### config.mk
export PLATFORM = sky130hd
export DESIGN_NAME = adder_sequencer
export DESIGN_NICKNAME = d
export VERILOG_FILES = /design/src/rtl/adder_sequencer.sv
export SDC_FILE = /design/constraint.sdc
export NUM_CORES = 1
export LEC_CHECK = 0
export BUFFER_PORTS_ARGS = -buffer_cell sky130_fd_sc_hd__buf_2
export CELL_PAD_IN_SITES_DETAIL_PLACEMENT = 1
export CELL_PAD_IN_SITES_GLOBAL_PLACEMENT = 1
export CORE_MARGIN = 10
export CORE_UTILIZATION = 44
export DETAILED_ROUTE_END_ITERATION = 8
export GPL_TIMING_DRIVEN = 0
export PLACE_DENSITY = 0.78
export RECOVER_POWER = 50
export SYNTH_ARGS = -nofsm -noshare
export SYNTH_HDL_FRONTEND = slang
export SYNTH_SLANG_ARGS = --single-unit
### constraint.sdc
create_clock -name CLOCK_50 -period 2.5 [get_ports CLOCK_50]
set_clock_uncertainty 0.2 [all_clocks]
set_input_delay 0.125 -clock CLOCK_50 [delete_from_list [all_inputs] [get_ports CLOCK_50]]
set_output_delay 0.125 -clock CLOCK_50 [all_outputs]
set_load 0.01 [all_outputs]
### src/rtl/adder_sequencer.sv
// adder_sequencer: operator FSM that loads A/B from debounced keys and registers the external adder's result.
// Define ADDER_SEQ_ACCUM_EN to make a load press in S_DONE add sw_data onto the previous result.
module adder_sequencer #(
    parameter int N = 8,
    parameter int ADD_LAT = 0,
    parameter int DB_CYCLES = 500000
) (
    input  logic         CLOCK_50,
    input  logic         Resetn,
    input  logic         load_key_n,
    input  logic         clear_key_n,
    input  logic [N-1:0] sw_data,
    input  logic         sw_cin,
    output logic [N-1:0] add_a,
    output logic [N-1:0] add_b,
    output logic         add_cin,
    input  logic [N-1:0] add_sum,
    input  logic         add_cout,
    output logic [N-1:0] result,
    output logic         carry_out,
    output logic         overflow,
    output logic         done,
    output logic [1:0]   state
);
    localparam logic [1:0] S_A = 2'd0, S_B = 2'd1, S_WAIT = 2'd2, S_DONE = 2'd3;
    localparam int DW = $clog2(DB_CYCLES + 1);
    localparam int LW = (ADD_LAT > 0) ? $clog2(ADD_LAT + 1) : 1;
    logic [1:0] keys_n, press;
    logic [LW-1:0] wcnt;
    assign keys_n = {clear_key_n, load_key_n};
    // press[0] = load, press[1] = clear; each is one cycle after the accepted level falls
    for (genvar k = 0; k < 2; k++) begin : g_key
        logic sync1, sync2, level, level_d;
        logic [DW-1:0] cnt;
        always_ff @(posedge CLOCK_50 or negedge Resetn)
            if (!Resetn) begin
                sync1 <= 1'b1;
                sync2 <= 1'b1;
                level <= 1'b1;
                level_d <= 1'b1;
                cnt <= '0;
            end else begin
                sync1 <= keys_n[k];
                sync2 <= sync1;
                level_d <= level;
                if (sync2 == level)
                    cnt <= '0;
                else if (cnt == DW'(DB_CYCLES - 1)) begin
                    cnt <= '0;
                    level <= sync2;
                end else
                    cnt <= cnt + 1'b1;
            end
        assign press[k] = level_d & ~level;
    end
    always_ff @(posedge CLOCK_50 or negedge Resetn)
        if (!Resetn) begin
            state <= S_A;
            add_a <= '0;
            add_b <= '0;
            add_cin <= 1'b0;
            result <= '0;
            carry_out <= 1'b0;
            overflow <= 1'b0;
            done <= 1'b0;
            wcnt <= '0;
        end else if (press[1]) begin
            state <= S_A;
            add_a <= '0;
            add_b <= '0;
            add_cin <= 1'b0;
            result <= '0;
            carry_out <= 1'b0;
            overflow <= 1'b0;
            done <= 1'b0;
        end else begin
            case (state)
                S_A: if (press[0]) begin
                    add_a <= sw_data;
                    state <= S_B;
                end
                S_B: if (press[0]) begin
                    add_b <= sw_data;
                    add_cin <= sw_cin;
                    wcnt <= LW'(ADD_LAT);
                    state <= S_WAIT;
                end
                S_WAIT: if (wcnt == '0) begin
                    result <= add_sum;
                    carry_out <= add_cout;
                    overflow <= (add_a[N-1] == add_b[N-1]) && (add_sum[N-1] != add_a[N-1]);
                    done <= 1'b1;
                    state <= S_DONE;
                end else
                    wcnt <= wcnt - 1'b1;
                default: if (press[0]) begin
`ifdef ADDER_SEQ_ACCUM_EN
                    add_a <= result;
                    add_b <= sw_data;
                    add_cin <= sw_cin;
                    wcnt <= LW'(ADD_LAT);
                    state <= S_WAIT;
`else
                    add_a <= sw_data;
                    state <= S_B;
`endif
                    done <= 1'b0;
                end
            endcase
        end
endmodule

After elaboration in Yosys (flattened, before gate mapping)
Cells that the tools add are included.
Storage, ports and cells
  bits in registers: 77
  bits of input ports: 22
  output and inout bits: 30
  word-level logic and storage cells: 92
Operators by class
  $add $sub $neg: 3
  equal/unequal tests: 14
  mux-type cells: 32
  bitwise logic cells: 7
  reduce and logical (&&, ||, !) cells: 17
Operators by type and width (count)
  19-bit 2-to-1 mux: 4
  8-bit 2-to-1 mux: 8
  19-bit by 1-bit adder with 19-bit output, second input constant: 2
  19-bit equality test, second input constant: 2
  1-bit 2-to-1 mux: 13
  2-bit AND reduction: 5
  3-bit AND reduction: 3
  2-bit 2-to-1 mux: 4
  2-bit nonzero test: 4
  3-bit inequality test, second input constant: 2
  1-bit NOT: 5
  2-bit by 1-bit inequality test with 1-bit output, second input constant: 2
  2-bit inequality test, second input constant: 2
  1-bit case mux with 2 select lines: 2
  2-bit case mux with 2 select lines: 1
  2-bit OR reduction: 2
  1-bit equality test: 3
  3-bit nonzero test: 1
  1-bit AND: 2
  2-bit by 1-bit equality test with 1-bit output, second input constant: 1
  2-bit equality test, second input constant: 1
  2-bit zero test: 1
  1-bit logical AND: 1
  1-bit inequality test: 1
  1-bit subtractor, second input constant: 1

Depth between registers and ports, before layout
Gate-level depths: netlist (run 1).
  depth in word-level cells: 5
  mapped depth: 6
  depth with buffers taken out: 6

Worst setup path before layout (run 1)
OpenSTA, ideal clock, no wires.
  path type: register to register
  from: reg g_key[1].cnt[8]
  to: reg g_key[1].level
  library setup time: 0.082 ns
  data arrival time: 1.813 ns
  required time: 2.218 ns
  slack: 0.405 ns
  cell stages (with the launch flop): 5
  path buffers: 0
  period minus slack after synthesis: 2.095 ns
  cell sequence: dfrtp_1 inv_2 or4_4 or4_4 mux2_4
On the way
  word-level cells in the longest chain between the ends: 2
RTL lines
  start, declared: line 34  | logic [DW-1:0] cnt;
  start signal, assigned: line 52  | cnt <= cnt + 1'b1;
  19-bit equality test: line 48  | else if (cnt == DW'(DB_CYCLES - 1)) begin
  2-bit AND reduction (no line)
  end signal, assigned: line 50  | level <= sync2;
  end, declared: line 33  | logic sync1, sync2, level, level_d;
Every way passes these cells.
A chain may end at the register's enable or synchronous reset.

Worst setup path after layout (run 1)
  from: reg g_key[1].cnt[8]
  to: reg g_key[1].cnt[9]
On the way
  word-level cells in the longest chain between the ends: 3
  elaborated cells between the ends (all ways): 4
  those cells by class: add/sub (1); eq/ne (1); mux (2)
RTL lines
  19-bit by 1-bit adder with 19-bit output / 19-bit equality test (equally long branches): line 52, 48
  19-bit 2-to-1 mux *: line 48
  19-bit 2-to-1 mux *: line 46  | if (sync2 == level)
Every way passes the cells marked *; elsewhere a longest branch is shown, timed or not.

==> results of run 1 <==
-- cell usage after synthesis, types with 2 or more instances --
| library cell | n |
|---|---|
| nand3_1 | 9 |
| nand2_1 | 39 |
| a21oi_1 | 13 |
| o31ai_1 | 2 |
| and4_1 | 2 |
| o21ai_0 | 23 |
| ha_1 | 5 |
| clkbuf_1 | 5 |
| nor2_1 | 46 |
| buf_2 | 2 |
| nand3_2 | 2 |
| nand2b_1 | 2 |
| nor2b_1 | 2 |
| inv_1 | 9 |
| xor2_1 | 9 |
| nand4_1 | 8 |
| and2_1 | 2 |
| xnor2_1 | 19 |
| or3_2 | 2 |
| dfrtp_1 | 68 |
| or4_4 | 2 |
| dfstp_2 | 8 |
| nor4_1 | 6 |
| mux2i_1 | 10 |
| or4_1 | 4 |
| or3_1 | 5 |
| nand4_2 | 2 |
| nor3_1 | 7 |
-- layer usage --
metal	wire length [um]	track usage, %
met2	4060	24.9
met5	0	0
met1	3900	19.4
met4	144	5.73
met3	449	4.05
-- cell type report --
type	count	area, sq um	area share (%)
clock buffers	11	141	3.29
repair buffers	73	480	11.2
well taps	102	128	2.97
multi-input cells	234	1440	33.6
plain buffers	10	45.0	1.05
clock inverters	5	108	2.51
flip-flops and latches	76	1910	44.5
inverters	10	37.5	0.875
-- what timing repair did --
| action | in CTS | in global routing |
|---|---|---|
| endpoints found under the setup margin | 0 | 10 |
| gates resized for setup | 0 | 1 |
| hold buffers | 21 | 0 |
| endpoints found under the hold margin | 102 | 0 |
-- flip-flops by register name (all words and copies together) (netlist names) --
| name | count |
|---|---|
| g_key.cnt | 38 |
| add_b | 8 |
| g_key.level | 2 |
| g_key.sync2 | 2 |
| g_key.sync1 | 2 |
| carry_out | 1 |
| state | 2 |
| add_a | 8 |
| g_key.level_d | 2 |
| add_cin | 1 |
| result | 8 |
| overflow | 1 |
| done | 1 |
-- critical path: cells and delay by family (launching register included) --
family                 cells  cell delay (ps)
AND/OR/NAND/NOR            2              610
AO/OA/AOI/OAI              1              610
flip-flops                 1              460
buffers and inverters      2              340
-- how the worst max path moves through the flow --
| stage | startpoint | to | slack, ps | depth (start not counted) |
|---|---|---|---|---|
| after global routing | g_key[0].cnt[0]$_DFF_PN0_ | g_key[0].cnt[18]$_DFF_PN0_ | 7 | 5 |
| after CTS | g_key[0].cnt[15]$_DFF_PN0_ | g_key[0].cnt[0]$_DFF_PN0_ | 20 | 5 |
| after global placement | g_key[0].cnt[15]$_DFF_PN0_ | g_key[0].cnt[6]$_DFF_PN0_ | 40 | 5 |
| after floorplan | g_key[1].cnt[8]$_DFF_PN0_ | g_key[1].level$_DFFE_PN1P_ | 410 | 4 |
| after detailed placement | g_key[0].cnt[15]$_DFF_PN0_ | g_key[0].cnt[6]$_DFF_PN0_ | 80 | 5 |
| final | g_key[1].cnt[8]$_DFF_PN0_ | g_key[1].cnt[9]$_DFF_PN0_ | 170 | 5 |
-- cell usage in the layout (no fill, tap or decap), drive strengths merged, types with 2 or more instances in the layout --
cell type / netlist / layout
or3: 7 / 7
buf: 4 / 46
xnor2: 19 / 19
dfstp: 8 / 8
nand4: 10 / 10
a21oi: 13 / 13
o21ai: 23 / 23
dlygate4sd3: 0 / 21
o31ai: 3 / 3
nor4: 6 / 6
ha: 5 / 5
bufinv: 0 / 3
nand3: 11 / 11
dfrtp: 68 / 68
nor2b: 2 / 2
or4: 6 / 6
nand2: 39 / 39
nand2b: 2 / 2
clkbuf: 6 / 27
and2: 2 / 2
and4: 2 / 2
nor2: 46 / 46
xor2: 9 / 9
nor3: 7 / 7
inv: 10 / 11
mux2: 2 / 2
mux2i: 10 / 10
-- cells by family (layout without fill, tap and decap cells) --
group | count (synthesis) | in the layout | synth area share, %
simple gates | 145 | 145 | 21.3
xor+xnor | 28 | 28 | 7.16
compound gates | 44 | 44 | 7.78
mux | 12 | 12 | 3.69
fa+ha+maj | 5 | 5 | 1.83
flops | 76 | 76 | 55.8
buf+inv | 20 | 109 | 2.41
-- power breakdown --
group	switching, mW	internal (mW)
Clock	0.477	0.696
Combinational	0.0574	0.0509
Sequential	0.0110	1.24
==> impl_metrics.env, run 1 <==
export IMPL_status="complete, but fails checks"
export IMPL_violations="max-capacitance violations, max-slew violations"
export IMPL_dieArea_sq_um=11700
export IMPL_post_cts_buffers=0
export IMPL_gr_total_overflow=0
export IMPL_grt_pass1_wl_mm=14.7
export IMPL_vias=2769
export IMPL_setup_viol=0
export IMPL_initial_core_util_pct=44.8
export IMPL_synthCells=330
export IMPL_cts_root_buf="clkbuf_8"
export IMPL_wl_per_cell_um=16.4
export IMPL_start_kind="flip-flop"
export IMPL_rr_startpoint="g_key[1].cnt[8]$_DFF_PN0_"
export IMPL_die_x_um=108
export IMPL_drt_first_iter_violations=72
export IMPL_first_global_vias=2987
export IMPL_synth_seq_area_share_pct=55.8
export IMPL_num_fill_cells=876
export IMPL_fin_tns_setup_ps=0
export IMPL_drive_above_1_share_pct=20.0
export IMPL_place_congestion=0.733
export IMPL_ys_flop_type="dfrtp_1"
export IMPL_critPathCaptureType="flip-flop"
export IMPL_final_nets=441
export IMPL_reg2reg_depth=5
export IMPL_synth_edf_count=0
export IMPL_path_clk_slew_ps=90
export IMPL_worst_path_largest_cell_delay_ps=610
export IMPL_power_mw=2.54
export IMPL_post_route_util_pct=56.1
export IMPL_synth_warnings=0
export IMPL_min_period_over_period_pct=93.4
export IMPL_worstPathArrival_ps=2380
export IMPL_diodes=0
export IMPL_track_usage_pct=15.4
export IMPL_place_area_sq_um=3840
export IMPL_clkLatencyLatePin_ps=360
export IMPL_ys_ff_latch=76
export IMPL_p_leak_nw=1.88
export IMPL_ir_worst_vdd_mv=0.224
export IMPL_row_count=32
export IMPL_drt_wl_total_mm=8.55
export IMPL_max_slew_worst_pin_slew_ps=1600
export IMPL_path_class="flip-flop to flip-flop"
export IMPL_crit_fanout=10
export IMPL_hold_viol=0
export IMPL_relSlewSlack_pct=-6.66
export IMPL_path_cells="inv_2 > or4_4 > o41ai_4 > buf_4 > nor2_1"
export IMPL_synth_top_area_share_pct=49.7
export IMPL_hold_class="flip-flop to flip-flop"
export IMPL_die_h_um=108
export IMPL_required_ps=2550
export IMPL_worst_slack_ps=165
export IMPL_drv_cap=1
export IMPL_holdWs_ps=156
export IMPL_cts_sinks=76
export IMPL_yosys_top_cells_area="dfrtp_1 (50%), dfstp_2 (6.1%), nor2_1 (5.0%)"
export IMPL_cts_buffers=9
export IMPL_antenna_found_initial=0
export IMPL_synthArstFlopShare_pct=100
export IMPL_power_density_nw_per_um2=591
export IMPL_postSynthAreaPerCell_sq_um=10.4
export IMPL_layoutNonFillerInstCount=521
export IMPL_dp_hpwl_mm=5.75
export IMPL_synth_cell_types=45
export IMPL_drc=0
export IMPL_synth_nets=357
export IMPL_max_freq_ghz=0.428
export IMPL_rsz0062_at_grt="no"
export IMPL_cpMaxStageDelayCell="o41ai_4"
export IMPL_dp_cells=484
export IMPL_coreArea_sq_um=7650
export IMPL_slew_viol_final=28
export IMPL_cts_buffer_depth=2
export IMPL_numPortBuffers=51
export IMPL_final_area_sq_um=4290
export IMPL_syn_cell_area_sq_um=3430
export IMPL_io_pins=52
export IMPL_min_from="g_key[1].sync1$_DFF_PN1_"
export IMPL_cts_max_level=3
export IMPL_regToRegSetupSlack_ps=170
export IMPL_tritoncts="built"
export IMPL_grt_max_degree=50
export IMPL_final_min_clock_period_ps=2330
export IMPL_hold_path_depth=0
export IMPL_dpl_worst_slack_ps=81.9
export IMPL_firstDrtPassIters=4
export IMPL_area_growth_pct=25.3
export IMPL_synth_top_area_cell="dfrtp_1"
export IMPL_ant_nets=0
export IMPL_holdPathEnd="g_key[1].sync2$_DFF_PN1_"
export IMPL_worst_r2r_endpoint="g_key[1].cnt[9]$_DFF_PN0_"
export IMPL_vias_per_cell=5.31
No activity file was read; power rests on OpenSTA's default activity.
==> run 2, diff against run 1 <==
==> constraint.sdc (replaced) <==
create_clock -name CLOCK_50 -period 2.4 [get_ports CLOCK_50]
set_clock_uncertainty 0.2 [all_clocks]
set_input_delay 0.12 -clock CLOCK_50 [delete_from_list [all_inputs] [get_ports CLOCK_50]]
set_output_delay 0.12 -clock CLOCK_50 [all_outputs]
set_load 0.01 [all_outputs]
==> run 2 against run 1 <==
Compared with the run above:
- the flow still finishes with violations (max-capacitance violations, max-slew violations)
- combinational power increased by 8%
- count of clock-buffer cells in the layout stayed put
- critical path depth is the same
==> impl_metrics.env, run 2 (synthesis results as in run 1) <==
export IMPL_status="complete, but fails checks"
export IMPL_violations="max-capacitance violations, max-slew violations"
export IMPL_dp_cells=484
export IMPL_min_period_over_period_pct=97.3
export IMPL_vias_per_cell=5.26
export IMPL_cts_sinks=76
export IMPL_ant_nets=0
export IMPL_die_x_um=108
export IMPL_layout_common_cells="dfrtp_1 (68), nor2_1 (46), buf_2 (43)"
export IMPL_cts_root_buf="clkbuf_8"
export IMPL_firstDrtPassIters=4
export IMPL_drv_cap=1
export IMPL_num_fill_cells=873
export IMPL_largest_register_ffs=38
export IMPL_ir_worst_vdd_mv=0.235
export IMPL_area_growth_pct=26.4
export IMPL_power_mw=2.65
export IMPL_tritoncts="built"
export IMPL_numPortBuffers=51
export IMPL_setup_viol=0
export IMPL_dp_hpwl_mm=5.75
export IMPL_fin_tns_setup_ps=0
export IMPL_first_global_vias=2991
export IMPL_die_h_um=108
export IMPL_wl_per_cell_um=16.5
export IMPL_place_congestion=0.733
export IMPL_cts_buffers=9
export IMPL_worstPathArrival_ps=2380
export IMPL_dieArea_sq_um=11700
export IMPL_slew_viol_final=28
export IMPL_holdWs_ps=155
export IMPL_relSlewSlack_pct=-8.07
export IMPL_diodes=0
export IMPL_antenna_found_initial=0
export IMPL_hold_viol=0
export IMPL_required_ps=2450
export IMPL_row_count=32
export IMPL_coreArea_sq_um=7650
export IMPL_grt_max_degree=50
export IMPL_grt_pass1_wl_mm=14.7
export IMPL_regMostFlops="g_key.cnt"
export IMPL_drt_first_iter_violations=78
export IMPL_start_kind="flip-flop"
export IMPL_vias=2768
export IMPL_final_min_clock_period_ps=2340
export IMPL_power_density_nw_per_um2=612
export IMPL_final_nets=446
export IMPL_max_slew_worst_pin_slew_ps=1620
export IMPL_drive_above_1_share_pct=21.0
export IMPL_layoutNonFillerInstCount=526
export IMPL_path_class="flip-flop to flip-flop"
export IMPL_p_leak_nw=1.91
export IMPL_rsz0062_at_grt="no"
export IMPL_cts_max_level=3
export IMPL_layout_commonest_cell="dfrtp_1"
export IMPL_drt_wl_total_mm=8.70
export IMPL_path_clk_slew_ps=90
export IMPL_max_freq_ghz=0.428
export IMPL_cts_buffer_depth=2
export IMPL_drc=0
export IMPL_crit_fanout=10
export IMPL_post_route_util_pct=56.6
export IMPL_initial_core_util_pct=44.8
export IMPL_track_usage_pct=15.5
export IMPL_clkLatencyLatePin_ps=360
export IMPL_hold_class="flip-flop to flip-flop"
export IMPL_critPathCaptureType="flip-flop"
export IMPL_io_pins=52
export IMPL_regToRegSetupSlack_ps=60
export IMPL_gr_total_overflow=0
run 2: changes by cell type in the layout (fill, tap and decap cells not counted), sizes merged:
cell  before  now
buf       46   51
run 2: where the power goes:
group          switching (mW)  internal [mW]  total, mW
Combinational          0.0608         0.0561      0.117
Sequential             0.0115           1.29       1.31
Clock                   0.502          0.726       1.23
Total                   0.574           2.08       2.65
run 2: worst paths after layout:
| check | startpoint | end | depth (start not counted) |
|---|---|---|---|
| max | g_key[1].cnt[8]$_DFF_PN0_ | g_key[1].cnt[9]$_DFF_PN0_ | 5 |
| min | g_key[1].sync1$_DFF_PN1_ | g_key[1].sync2$_DFF_PN1_ | 0 |
| max reg2reg | g_key[1].cnt[8]$_DFF_PN0_ | g_key[1].cnt[9]$_DFF_PN0_ | 5 |
| min reg2reg | g_key[1].sync1$_DFF_PN1_ | g_key[1].sync2$_DFF_PN1_ | 0 |
| max in group asynchronous | Resetn | g_key[1].level$_DFFE_PN1P_ | 3 |
| min in group asynchronous | Resetn | g_key[0].cnt[7]$_DFF_PN0_ | 2 |
run 2: metal layers:
layer,up-vias,GRT usage [%],wire length (um)
li1,1314,-,-
met1,1390,19.5,4010
met2,51,24.9,4110
met3,13,4.05,438
met4,0,5.73,143
met5,-,0,0
run 2: area by class of cell:
cell class                      count  area [sq um]  share of cell area [%]
Multi-Input combinational cell    234          1440                    33.3
Sequential cell                    76          1910                    44.1
Buffer                             10          46.3                    1.07
Timing Repair Buffer               78           518                    12.0
Inverter                           10          37.5                   0.867
Tap cell                          102           128                    2.95
Clock buffer                       11           141                    3.26
Clock inverter                      5           108                    2.48
run 2: worst max-delay path, stage by stage, from the launching register on:
cell     delay [ps]
dfrtp_1         460
inv_2            60
or4_4           540
o41ai_4         610
buf_4           280
nor2_1           70
run 2: through the flow:
stage / cell area [sq um] / setup WS, ps
finish: 4330 / 65.0
global route: 4330 / 8.64
CTS: 4310 / 44.1
detailed placement: 3840 / -18.1
global placement: 3810 / -64.8
floorplan: 3430 / 305
run 2: what timing repair did:
item                       CTS  global route
setup buffers                0             5
hold endpoints to repair   102             0
setup endpoints to repair   10            11
hold buffers                21             0
gates resized for setup      1             2
pin swaps                    0             2
==> run 3, diff against run 2 <==
==> constraint.sdc (replaced) <==
create_clock -name CLOCK_50 -period 2.15 [get_ports CLOCK_50]
set_clock_uncertainty 0.2 [all_clocks]
set_input_delay 0.1075 -clock CLOCK_50 [delete_from_list [all_inputs] [get_ports CLOCK_50]]
set_output_delay 0.1075 -clock CLOCK_50 [all_outputs]
set_load 0.01 [all_outputs]
==> run 3 against run 2 <==
Compared with the run above:
- the flow now finishes without violations
- final cell count increased by 2.5%
- global-route usage increased by 1.6 points
- total power increased by 13%
- critical path depth decreased by 2
- largest cell class unchanged
==> impl_metrics.env, run 3 (synthesis results as in run 1) <==
export IMPL_initial_core_util_pct=44.8
export IMPL_dp_hpwl_mm=5.75
export IMPL_die_x_um=108
export IMPL_tritoncts="built"
export IMPL_firstDrtPassIters=4
export IMPL_max_freq_ghz=0.470
export IMPL_ir_worst_vdd_mv=0.307
export IMPL_place_congestion=0.733
export IMPL_start_kind="flip-flop"
export IMPL_critPathCaptureType="flip-flop"
export IMPL_die_h_um=108
export IMPL_drt_wl_total_mm=10.2
export IMPL_final_nets=459
export IMPL_cts_buffer_depth=2
export IMPL_layout_common_cells="dfrtp_1 (61), nor2_1 (46), buf_2 (43)"
export IMPL_dpl_worst_slack_ps=-268
export IMPL_antenna_found_initial=0
export IMPL_numPortBuffers=51
export IMPL_worst_slack_ps=21.5
export IMPL_wl_per_cell_um=19.0
export IMPL_dp_cells=484
export IMPL_area_growth_pct=31.8
export IMPL_vias_per_cell=5.31
export IMPL_hold_viol=0
export IMPL_track_usage_pct=17.1
export IMPL_layout_commonest_cell="dfrtp_1"
export IMPL_worstPathArrival_ps=2220
export IMPL_relSlewSlack_pct=53.7
export IMPL_row_count=32
export IMPL_cts_buffers=9
export IMPL_power_density_nw_per_um2=663
export IMPL_dieArea_sq_um=11700
export IMPL_path_class="flip-flop to flip-flop"
export IMPL_holdWs_ps=112
export IMPL_grt_pass1_wl_mm=16.1
export IMPL_final_min_clock_period_ps=2130
export IMPL_cts_root_buf="clkbuf_8"
export IMPL_coreArea_sq_um=7650
export IMPL_num_fill_cells=849
export IMPL_path_clk_slew_ps=90
export IMPL_power_mw=2.99
export IMPL_min_period_over_period_pct=99.0
export IMPL_drc=0
export IMPL_clkLatencyLatePin_ps=370
export IMPL_crit_fanout=4
export IMPL_post_route_util_pct=59.1
export IMPL_first_global_vias=3170
export IMPL_drive_above_1_share_pct=28.4
export IMPL_cts_max_level=3
export IMPL_layoutNonFillerInstCount=539
export IMPL_ant_nets=0
export IMPL_drt_first_iter_violations=76
export IMPL_setup_viol=0
export IMPL_grt_max_degree=50
export IMPL_max_slew_worst_pin_slew_ps=695
export IMPL_drv_cap=0
export IMPL_largest_register_ffs=38
export IMPL_io_pins=52
export IMPL_diodes=0
export IMPL_cts_sinks=76
export IMPL_status="complete, no violations"
export IMPL_vias=2864
export IMPL_required_ps=2240
export IMPL_p_leak_nw=2.00
export IMPL_hold_class="input pin to asynchronous set/reset pin"
export IMPL_slew_viol_final=0
export IMPL_gr_total_overflow=0
export IMPL_regMostFlops="g_key.cnt"
==> run 3: final timing paths <==
check | depth (start not counted) | endpoint | slack, ps | start
min in group CLOCK_50 | 0 | g_key[1].sync2$_DFF_PN1_ | 150 | g_key[1].sync1$_DFF_PN1_
worst min-delay path | 2 | g_key[0].cnt[7]$_DFF_PN0_ | 110 | Resetn
max in group asynchronous | 3 | g_key[0].cnt[5]$_DFF_PN0_ | 440 | Resetn
worst max-delay path | 3 | g_key[1].level$_DFFE_PN1P_ | 20 | g_key[1].cnt[6]$_DFF_PN0_
worst max register to register | 3 | g_key[1].level$_DFFE_PN1P_ | 20 | g_key[1].cnt[6]$_DFF_PN0_
worst min register to register | 0 | g_key[1].sync2$_DFF_PN1_ | 150 | g_key[1].sync1$_DFF_PN1_
==> run 3: through the flow <==
step | instance area, sq um | TNS [ps]
floorplan | 3430 | 0
global placement | 3810 | -4930
detailed placement | 3840 | -4980
CTS | 4410 | 0
global route | 4520 | -70.0
finish | 4520 | 0
==> run 3: timing repair <==
item                                    in CTS  in global routing
endpoints found under the setup margin      39                 31
hold endpoints to repair                   102                  0
hold buffers                                21                  0
cloned                                       0                  0
buffers inserted                            11                  8
pin swaps                                    3                  3
resized for setup                            9                 21
==> run 3: worst max-delay path: stages (launching register included) <==
cell and delay, ps:
dfrtp_2 460, or4_4 520, or4_4 560, mux2_4 310
==> run 3: metal layers <==
layer,up-vias,track usage [%],share of wire (%)
li1,1342,-,-
met1,1451,20.5,43
met2,60,29.1,51
met3,11,4.10,4.8
met4,0,6.30,1.2
met5,-,0,0
==> run 3: final cells by class <==
cell class | instances | area, sq um | area share (%)
clock inverters | 5 | 108 | 2.38
clock buffers | 11 | 141 | 3.13
well taps | 102 | 128 | 2.83
inverters | 10 | 37.5 | 0.831
plain buffers | 9 | 52.6 | 1.16
multi-input cells | 234 | 1520 | 33.7
flip-flops and latches | 76 | 1920 | 42.5
repair buffers | 92 | 607 | 13.4
==> run 3: power by group <==
part	internal, mW	switching, mW
Sequential	1.45	0.0170
Clock	0.810	0.577
Combinational	0.0684	0.0763
